[src/rtl/serial_subtractor_32bit.sv]
// serial_subtractor_32bit
//   Slice-serial subtractor: diff = a - b - b_in (mod 2^WIDTH), SLICE bits per clock through a
//   registered borrow chain. Operands are accepted with a valid/ready handshake and the result is
//   held under out_valid until out_ready consumes it. Latency: out_valid is visible after the
//   WIDTH/SLICE-th edge following the accept edge; no overlap between operations.
//
//   Optional macro SUB_ADD_MODE_EN: adds port op (captured with the operands); op = 1 computes
//   a + b + b_in, with b_out reporting carry-out and ovf using the addition overflow rule.
//
// Ports:
//   clk        rising-edge clock
//   rst_n      asynchronous active-low reset
//   in_valid   operands present          in_ready   block can accept operands (IDLE)
//   a, b       minuend / subtrahend      b_in       borrow-in (carry-in when op = 1)
//   op         0 = subtract, 1 = add (only with SUB_ADD_MODE_EN)
//   out_valid  result valid (DONE)       out_ready  consumer accepts result
//   diff       result                    b_out      borrow-out (carry-out when op = 1)
//   zero       diff == 0                 ovf        signed overflow
module serial_subtractor_32bit #(
  parameter int unsigned WIDTH = 32,
  parameter int unsigned SLICE = 4
) (
  input  logic             clk,
  input  logic             rst_n,
  input  logic             in_valid,
  output logic             in_ready,
  input  logic [WIDTH-1:0] a,
  input  logic [WIDTH-1:0] b,
  input  logic             b_in,
`ifdef SUB_ADD_MODE_EN
  input  logic             op,
`endif
  output logic             out_valid,
  input  logic             out_ready,
  output logic [WIDTH-1:0] diff,
  output logic             b_out,
  output logic             zero,
  output logic             ovf
);

  if ((WIDTH % SLICE) != 0) begin : gen_width_check
    $error("serial_subtractor_32bit: WIDTH must be a multiple of SLICE");
  end

  localparam int unsigned NumSlices = WIDTH / SLICE;
  localparam int unsigned CntW      = (NumSlices > 1) ? $clog2(NumSlices) : 1;
  localparam logic [CntW-1:0] LastCnt = CntW'(NumSlices - 1);

  localparam logic [1:0] StIdle = 2'd0;
  localparam logic [1:0] StCalc = 2'd1;
  localparam logic [1:0] StDone = 2'd2;

  logic [1:0]       state_q;
  logic [WIDTH-1:0] a_q, b_q, diff_q, diff_d;
  logic             borrow_q;
  logic [CntW-1:0]  cnt_q;
  logic             b_out_q, zero_q, ovf_q;
  logic             op_q;
  logic             op_add;
  logic [SLICE-1:0] a_sl, b_sl;
  logic [SLICE:0]   slice_res;
  logic             ovf_d;

`ifdef SUB_ADD_MODE_EN
  assign op_add = op;
`else
  assign op_add = 1'b0;
`endif

  // Slice arithmetic and next partial result. In add mode borrow_q carries the carry bit; in both
  // modes the extra top bit of the (SLICE+1)-bit result is the chain bit for the next slice.
  always_comb begin
    a_sl      = a_q[cnt_q*SLICE +: SLICE];
    b_sl      = b_q[cnt_q*SLICE +: SLICE];
    slice_res = '0;
    if (op_q) begin
      slice_res = {1'b0, a_sl} + {1'b0, b_sl} + {{SLICE{1'b0}}, borrow_q};
    end else begin
      slice_res = {1'b0, a_sl} - {1'b0, b_sl} - {{SLICE{1'b0}}, borrow_q};
    end
    diff_d = diff_q;
    diff_d[cnt_q*SLICE +: SLICE] = slice_res[SLICE-1:0];
    if (op_q) begin
      ovf_d = (a_q[WIDTH-1] == b_q[WIDTH-1]) && (diff_d[WIDTH-1] != a_q[WIDTH-1]);
    end else begin
      ovf_d = (a_q[WIDTH-1] != b_q[WIDTH-1]) && (diff_d[WIDTH-1] != a_q[WIDTH-1]);
    end
  end

  always_ff @(posedge clk or negedge rst_n) begin
    if (!rst_n) begin
      state_q  <= StIdle;
      a_q      <= '0;
      b_q      <= '0;
      op_q     <= 1'b0;
      borrow_q <= 1'b0;
      cnt_q    <= '0;
      diff_q   <= '0;
      b_out_q  <= 1'b0;
      zero_q   <= 1'b0;
      ovf_q    <= 1'b0;
    end else begin
      case (state_q)
        StIdle: begin
          if (in_valid) begin
            a_q      <= a;
            b_q      <= b;
            op_q     <= op_add;
            borrow_q <= b_in;
            cnt_q    <= '0;
            diff_q   <= '0;
            state_q  <= StCalc;
          end
        end
        StCalc: begin
          diff_q   <= diff_d;
          borrow_q <= slice_res[SLICE];
          cnt_q    <= cnt_q + 1'b1;
          if (cnt_q == LastCnt) begin
            b_out_q <= slice_res[SLICE];
            zero_q  <= (diff_d == '0);
            ovf_q   <= ovf_d;
            state_q <= StDone;
          end
        end
        StDone: begin
          if (out_ready) begin
            state_q <= StIdle;
          end
        end
        default: state_q <= StIdle;
      endcase
    end
  end

  assign in_ready  = (state_q == StIdle);
  assign out_valid = (state_q == StDone);
  assign diff      = diff_q;
  assign b_out     = b_out_q;
  assign zero      = zero_q;
  assign ovf       = ovf_q;

endmodule

[config.mk]
export PLATFORM = sky130hd
export DESIGN_NAME = serial_subtractor_32bit
export DESIGN_NICKNAME = d
export VERILOG_FILES = /design/src/rtl/serial_subtractor_32bit.sv
export SDC_FILE = /design/constraint.sdc
export NUM_CORES = 1
export LEC_CHECK = 0
export ABC_AREA = 1
export BUFFER_PORTS_ARGS = -buffer_cell sky130_fd_sc_hd__buf_4
export CORE_ASPECT_RATIO = 1.2
export CORE_MARGIN = 4
export CORE_UTILIZATION = 50
export CTS_CLUSTER_DIAMETER = 40
export DETAILED_ROUTE_END_ITERATION = 10
export PLACE_DENSITY = 0.74
export SLEW_MARGIN = 20
export SYNTH_ARGS = -nofsm -noshare
export SYNTH_HDL_FRONTEND = slang
export SYNTH_SLANG_ARGS = --single-unit
export TNS_END_PERCENT = 10
[constraint.sdc]
create_clock -name clk -period 9.8 [get_ports clk]
set_input_delay 0 -clock clk [delete_from_list [all_inputs] [get_ports clk]]
set_output_delay 0 -clock clk [all_outputs]
set_load 0.05 [all_outputs]
==> flow_summary_export.csv, run 1 <==
group,metric,value,unit
pwr,p_per_area,379.9,nW/um^2
sta,maxClockFrequency,278.6,MHz
clock_network,cts_made_buffers,9,
critical_path,worstPathArrival,3880,ps
route,drt_iter0_drc,350,
floorplanning,placement_rows,41,
sta,fin_skew,6.543,ps
critical_path,worst_ep_required_time,10090,ps
floorplanning,die_area,12440,um^2
global_routing,gr-total-overflow,0,
global_routing,maximum_number_of_pins_on_one_net_before_global_route_repair,70,
pwr,power.switching_fraction,50.05,%
sta,post-route-worst-setup-slack,6210,ps
pwr,vdd_ir_drop_max,0.1871,mV
route,met3WireLength,865,um
final_layout,antennaDiodeCount,0,
floorplanning,floorplan.die.width,102.5,um
sta,worst_slew_pin_slew,1007,ps
place,routabilityCongestion,0.9506,
sta,relSlewSlack,32.88,%
status,outcome,"complete, no violations",
sta,rsz0062_at_grt,"no",
route,wl_met2,7193,um
critical_path,crit_top_cell,"sky130_fd_sc_hd__nand2_1",
clock_network,tritoncts_num_sinks,105,
final_layout,area_growth_syn_to_layout,33.51,%
sta,timing.setup.tns,0,ps
route,wirelength_met1,6186,um
route,routed_wl,14620,um
place,port_buffers,105,
floorplanning,initial_utilization,50.95,%
critical_path,crit_fanout,20,
global_routing,grt_antenna_before_repair,0,
yosys,ys_types,32,
floorplanning,dieHeight,121.4,um
pwr,static-leakage-power,3.685,nW
sta,maxSlewViolCount,0,
pwr,intPower,0.001358,W
clock_network,htree_num_levels,3,
yosys,netlist_area,5358,um^2
global_routing,gr-usage-all-layers,25.61,%
floorplanning,pin_count,106,
final_layout,fillerInstances,827,
pwr,power.switching,0.001360,W
clock_network,cts_tree,"done",
sta,setup_viol_count_final,0,
yosys,synth_fp_nets,785,
final_layout,layout.cells.most_common_list,"308 x sky130_fd_sc_hd__nand2_1, 109 x sky130_fd_sc_hd__buf_4, 105 x sky130_fd_sc_hd__dfrtp_1, 67 x sky130_fd_sc_hd__dlygate4sd3_1, 65 x sky130_fd_sc_hd__o21ai_0",
global_routing,first_global_vias,5340,
sta,hold_violations,0,
critical_path,cp-end-kind,"flop",
route,final_antenna_net_count,0,
critical_path,cpMaxStageDelayCell,"sky130_fd_sc_hd__dfrtp_1",
place,dpl.hpwl,9908,um
clock_network,postCtsSetupBuffers,0,
pwr,seq_power_share,27.8,%
clock_network,insertion_delay,350,ps
yosys,yosys_register_bits,105,
final_layout,ff_latch_area,2628,um^2
yosys,synthesis.area_per_instance,7.589,um^2
final_layout,instances_no_fill,993,
final_layout,final_common_cell,"sky130_fd_sc_hd__nand2_1",
route,route.vias.total,5280,
place,dp_worst_setup_slack,6272,ps
yosys,postSynthCellCount,706,
pwr,power.clock.fraction,13.8,%
yosys,seq_area_frac_synth,49.04,%
route,detail_route.first_pass.iterations,5,
pwr,combinationalPowerShare,58.4,%
route,route.detailed.wl_per_inst,14.72,um
sta,min_period_over_period,36.63,%
route,highest_layer,"met4",
global_routing,grt_pass1_wl,25290,um
hold_path,hp-class,"input port to async pin",
clock_network,clockRootBuffer,"sky130_fd_sc_hd__clkbuf_16",
clock_network,max_clock_buf_depth,2,
sta,final_critical_path_time_including_i_o_delays_and_setup,3590,ps
critical_path,type_of_the_worst_setup_path,"flop to flop",
critical_path,start_kind,"flop",
floorplanning,core,10520,um^2
route,drc_errors,0,
yosys,synth_warn,0,
final_layout,drive_gt1_share,16.67,%
final_layout,nNetsFinal,938,
final_layout,area_of_combinational_cells_with_multiple_inputs,2409,um^2
critical_path,slowest_delay,640,ps
run,timing.max_cap.violations,0,
critical_path,cell_chain_of_the_critical_path,"inv_4, o21ai_0, o221ai_1, o21ai_0, fa_1, fa_1, nand2_1, nand2_1, nand3_1, nor2_1, a21oi_1, nand2_1, nor2_1, nand3_1, nor2_1, nand3_1, nor2_1, nand2_1, nand2_1",
clock_network,post_cts.resized_instances,0,
clock_network,worst_setup_hold_path_clk_slew,70,ps
route,drt-vias-per-instance,5.317,
place,post-place-cells,910,
## final timing paths
check                      slack (ps)    endpoint  cells after the start  startpoint
setup / recovery                 6210        zero                     19    cnt_q[1]
hold / removal                    140         ovf                      2       rst_n
setup reg to reg                 6210        zero                     19    cnt_q[1]
hold reg to reg                   480     a_q[26]                      2     a_q[26]
max in group asynchronous        8460     a_q[25]                      3       rst_n
min in group clk                  290  state_q[0]                      4    in_valid
## power groups by stage
stage	logic (W)	registers, W	clock network [W]
floorplan	0.00102	0.000880	0
global placement	0.00152	0.000760	0
detailed placement	0.00155	0.000760	0
CTS	0.00158	0.000755	0.000383
global route	0.00179	0.000780	0.000403
finish	0.00159	0.000757	0.000375
## kinds of logic after synthesis
logic type | count (synthesis) | synth area share (%)
xor gates and xnor gates | 1 | 0.1635
and+or+nand+nor | 408 | 30.59
adders and majority gates | 10 | 2.616
buffers and inverters | 74 | 6.049
AOI/OAI and AO/OA | 108 | 11.54
DFF | 105 | 49.04
## worst max-delay path, delay by kind of cell (launching register included)
kind	cells	cell delay, ps
buffers and inverters	1	300
adder cells (fa/ha/maj)	2	930
AO/OA/AOI/OAI	4	640
flip-flops	1	640
AND/OR/NAND/NOR	12	1040
## cells in the mapped netlist
library cell | number | area share (%)
sky130_fd_sc_hd__nand2_1 | 309 | 22
sky130_fd_sc_hd__dfrtp_1 | 105 | 49
sky130_fd_sc_hd__o21ai_0 | 65 | 6.1
sky130_fd_sc_hd__nor2_1 | 55 | 3.9
sky130_fd_sc_hd__inv_1 | 35 | 2.5
sky130_fd_sc_hd__nand3_1 | 26 | 2.4
sky130_fd_sc_hd__clkbuf_1 | 21 | 1.5
sky130_fd_sc_hd__o22ai_1 | 21 | 2.5
sky130_fd_sc_hd__ha_1 | 8 | 1.9
sky130_fd_sc_hd__a22o_1 | 7 | 1.1
sky130_fd_sc_hd__buf_2 | 6 | 0.56
sky130_fd_sc_hd__nor2_2 | 6 | 0.70
sky130_fd_sc_hd__a21oi_1 | 5 | 0.47
sky130_fd_sc_hd__buf_6 | 4 | 0.84
sky130_fd_sc_hd__a31oi_1 | 3 | 0.35
sky130_fd_sc_hd__nor2_4 | 3 | 0.63
sky130_fd_sc_hd__o221ai_1 | 3 | 0.49
sky130_fd_sc_hd__buf_1 | 2 | 0.14
sky130_fd_sc_hd__fa_1 | 2 | 0.75
sky130_fd_sc_hd__inv_2 | 2 | 0.14
sky130_fd_sc_hd__inv_4 | 2 | 0.23
sky130_fd_sc_hd__nand2_2 | 2 | 0.23
sky130_fd_sc_hd__nand4_1 | 2 | 0.23
sky130_fd_sc_hd__nand4_2 | 2 | 0.47
sky130_fd_sc_hd__nor3_1 | 2 | 0.19
sky130_fd_sc_hd__o211ai_1 | 2 | 0.28
sky130_fd_sc_hd__buf_4 | 1 | 0.14
sky130_fd_sc_hd__clkinv_1 | 1 | 0.070
sky130_fd_sc_hd__nand2_4 | 1 | 0.21
sky130_fd_sc_hd__o21a_1 | 1 | 0.14
sky130_fd_sc_hd__o31ai_1 | 1 | 0.14
sky130_fd_sc_hd__xnor2_1 | 1 | 0.16
## layer usage
metal | vias up | global-route usage, %
li1 | 2568 | -
met1 | 2481 | 33.95
met2 | 201 | 42.61
met3 | 30 | 3.220
met4 | 0 | 9.516
met5 | - | 0
## stage by stage
| step | instance area, um^2 | power, W | hold slack [ps] | utilization [%] |
|---|---|---|---|---|
| 2_1_floorplan | 5358 | 0.001904 | -295.6 | - |
| 3_3_place_gp | 6171 | 0.002276 | -19.67 | 58.68 |
| 3_5_place_dp | 6171 | 0.002306 | -13.85 | 58.68 |
| 4_1_cts | 7153 | 0.002713 | 153.9 | 68.02 |
| 5_1_grt | 7153 | 0.002968 | 204.4 | 68.02 |
| 6_report | 7153 | 0.002718 | 137.9 | 68.02 |
## layout make-up
cell class | count | area share, %
sequential | 105 | 36.73
multi-input combinational | 527 | 33.67
timing repair buffer | 176 | 20.82
clock buffer | 10 | 3.201
tap | 129 | 2.256
inverter | 40 | 2.169
clock inverter | 6 | 1.154
## sequential cells by signal (all words and copies together), names as in the netlist
signal,cells
a_q,32
b_out,1
b_q,32
borrow_q,1
cnt_q,3
diff,32
ovf,1
state_q,2
zero,1
## timing repair
item / 4_1_cts / 5_1_grt
setup endpoints to repair: 0 / 0
endpoints found under the hold margin: 102 / 0
hold buffers: 67 / 0
(Power assumes the default switching activity.)
==> inputs of run 2 (changes only) <==
Clock period 9.8 ns to 3.53 ns, I/O delays scaled along.
==> flow_summary_export.csv, run 2 (synthesized netlist as in run 1, its figures left out) <==
group,metric,value,unit
pwr,power.clock.fraction,13.0,%
pwr,report.power.total,0.007754,W
clock_network,cts_made_buffers,9,
place,post-place-cells,920,
place,dpl.hpwl,10730,um
status,failing_checks,"negative hold slack",
route,route.detailed.wl_per_inst,15.74,um
final_layout,instances_no_fill,1003,
sta,min_period_over_period,93.97,%
critical_path,worstPathArrival,3600,ps
global_routing,grt_antenna_before_repair,0,
final_layout,layout.core_utilization,68.99,%
route,final_antenna_net_count,0,
pwr,power.switching,0.003906,W
floorplanning,pin_count,106,
floorplanning,initial_utilization,50.95,%
final_layout,nNetsFinal,949,
global_routing,maximum_number_of_pins_on_one_net_before_global_route_repair,68,
sta,maxClockFrequency,301.5,MHz
sta,fin_skew,7.705,ps
status,outcome,"finished, violations left",
final_layout,area_growth_syn_to_layout,35.43,%
pwr,static-leakage-power,3.739,nW
global_routing,gr-usage-all-layers,26.71,%
clock_network,htree_num_levels,3,
route,drc_errors,0,
sta,worst_slew_pin_slew,812.2,ps
global_routing,first_global_vias,5472,
critical_path,crit_fanout,13,
route,route.vias.total,5389,
sta,maxSlewViolCount,0,
clock_network,cts_tree,"done",
final_layout,stdcell_area,7256,um^2
route,drt_iter0_drc,344,
final_layout,layout.cells.most_common_list,"308 x sky130_fd_sc_hd__nand2_1, 118 x sky130_fd_sc_hd__buf_4, 104 x sky130_fd_sc_hd__dfrtp_1, 67 x sky130_fd_sc_hd__dlygate4sd3_1, 65 x sky130_fd_sc_hd__o21ai_0",
clock_network,tritoncts_num_sinks,105,
run,timing.max_cap.violations,0,
final_layout,antennaDiodeCount,0,
final_layout,fillerInstances,830,
clock_network,insertion_delay,340,ps
sta,finalHoldWorstSlack,-3.671,ps
final_layout,final_common_cell,"sky130_fd_sc_hd__nand2_1",
place,port_buffers,105,
critical_path,worst_ep_required_time,3810,ps
route,detail_route.first_pass.iterations,5,
pwr,seq_power_share,27.2,%
sta,final_critical_path_time_including_i_o_delays_and_setup,3317,ps
hold_path,hp-class,"input port to async pin",
pwr,p_per_area,1069,nW/um^2
global_routing,grt_pass1_wl,26010,um
critical_path,cp-end-kind,"flop",
clock_network,max_clock_buf_depth,2,
clock_network,worst_setup_hold_path_clk_slew,70,ps
sta,setup_viol_count_final,0,
pwr,combinationalPowerShare,59.7,%
pwr,power.switching_fraction,50.38,%
floorplanning,placement_rows,41,
critical_path,type_of_the_worst_setup_path,"flop to flop",
place,routabilityCongestion,0.9022,
place,area_after_detailed_placement,6259,um^2
pwr,vdd_ir_drop_max,0.5014,mV
floorplanning,floorplan.die.width,102.5,um
floorplanning,die_area,12440,um^2
floorplanning,core,10520,um^2
global_routing,gr-total-overflow,0,
sta,hold_violations,4,
route,routed_wl,15790,um
clock_network,clockRootBuffer,"sky130_fd_sc_hd__clkbuf_16",
route,drt-vias-per-instance,5.373,
critical_path,start_kind,"flop",
sta,relSlewSlack,45.85,%
pwr,intPower,0.003847,W
final_layout,drive_gt1_share,17.62,%
floorplanning,dieHeight,121.4,um
## run 2: changes by cell type in the layout (fill, tap and decap cells not counted), sizes merged
cell and delta:
buf +10, bufinv -1, clkbuf +4, clkinv -3
## run 2: cell type report
| type | count | area, um^2 | share of cell area [%] |
|---|---|---|---|
| Clock inverter | 2 | 37.54 | 0.5173 |
| Timing Repair Buffer | 187 | 1602 | 22.07 |
| Clock buffer | 13 | 260.3 | 3.587 |
| Multi-Input combinational cell | 527 | 2409 | 33.20 |
| Inverter | 40 | 157.7 | 2.173 |
| Tap cell | 129 | 161.4 | 2.225 |
| Sequential cell | 105 | 2629 | 36.23 |
## run 2: worst paths after layout
| check | slack, ps | end | depth (start not counted) | from |
|---|---|---|---|---|
| worst max-delay path | 210 | zero | 19 | cnt_q[1] |
| worst min-delay path | -4 | b_q[23] | 2 | rst_n |
| worst max register to register | 210 | zero | 19 | cnt_q[1] |
| worst min register to register | 490 | a_q[27] | 2 | a_q[27] |
| max in group asynchronous | 2510 | cnt_q[0] | 3 | rst_n |
| min in group clk | 290 | diff[15] | 7 | in_valid |
## run 2: worst max-delay path, cell delays in order, from the launching register on
cell	delay, ps
sky130_fd_sc_hd__dfrtp_1	510
sky130_fd_sc_hd__inv_4	180
sky130_fd_sc_hd__o21ai_0	110
sky130_fd_sc_hd__o221ai_1	140
sky130_fd_sc_hd__o21ai_0	190
sky130_fd_sc_hd__fa_1	490
sky130_fd_sc_hd__fa_1	430
sky130_fd_sc_hd__nand2_1	80
sky130_fd_sc_hd__nand2_1	90
sky130_fd_sc_hd__nand3_1	160
sky130_fd_sc_hd__nand2_1	60
sky130_fd_sc_hd__o21ai_0	130
sky130_fd_sc_hd__nand3_1	130
sky130_fd_sc_hd__nor2_1	100
sky130_fd_sc_hd__nand3_1	70
sky130_fd_sc_hd__nor2_1	90
sky130_fd_sc_hd__nand3_1	70
sky130_fd_sc_hd__nor2_1	110
sky130_fd_sc_hd__nand2_1	60
sky130_fd_sc_hd__nand2_1	50
## run 2: through the flow
| stage | hold WS, ps | TNS [ps] | worst slack (ps) |
|---|---|---|---|
| finish | -3.671 | 0 | 213.0 |
| global route | 12.01 | -42.94 | -42.94 |
| floorplan | -295.6 | 0 | 273.0 |
| global placement | -194.8 | 0 | 350.8 |
| CTS | 0.1465 | 0 | 219.9 |
| detailed placement | -195.7 | 0 | 239.0 |
## run 2: per-layer routing
metal  GRT usage, %  vias to the layer above  wire length, um
met5              0                        -                0
met4          9.352                        0              451
met3          4.600                       44             1092
met2          45.56                      215             7836
met1          33.80                     2536             6408
li1               -                     2594                -
## run 2: power groups by stage
stage                     clock network, W  registers [W]  logic, W
after floorplan                          0        0.00244   0.00285
after global placement                   0        0.00211   0.00436
after detailed placement                 0        0.00211   0.00446
after CTS                          0.00102        0.00210   0.00456
after global routing               0.00107        0.00217   0.00515
final                              0.00101        0.00211   0.00463
## run 2: what timing repair did
action                     4_1_cts  5_1_grt
hold endpoints to repair       171        0
buffers inserted                 0        0
gates resized for setup          0        3
setup endpoints to repair        0        1
hold buffers                    67        0
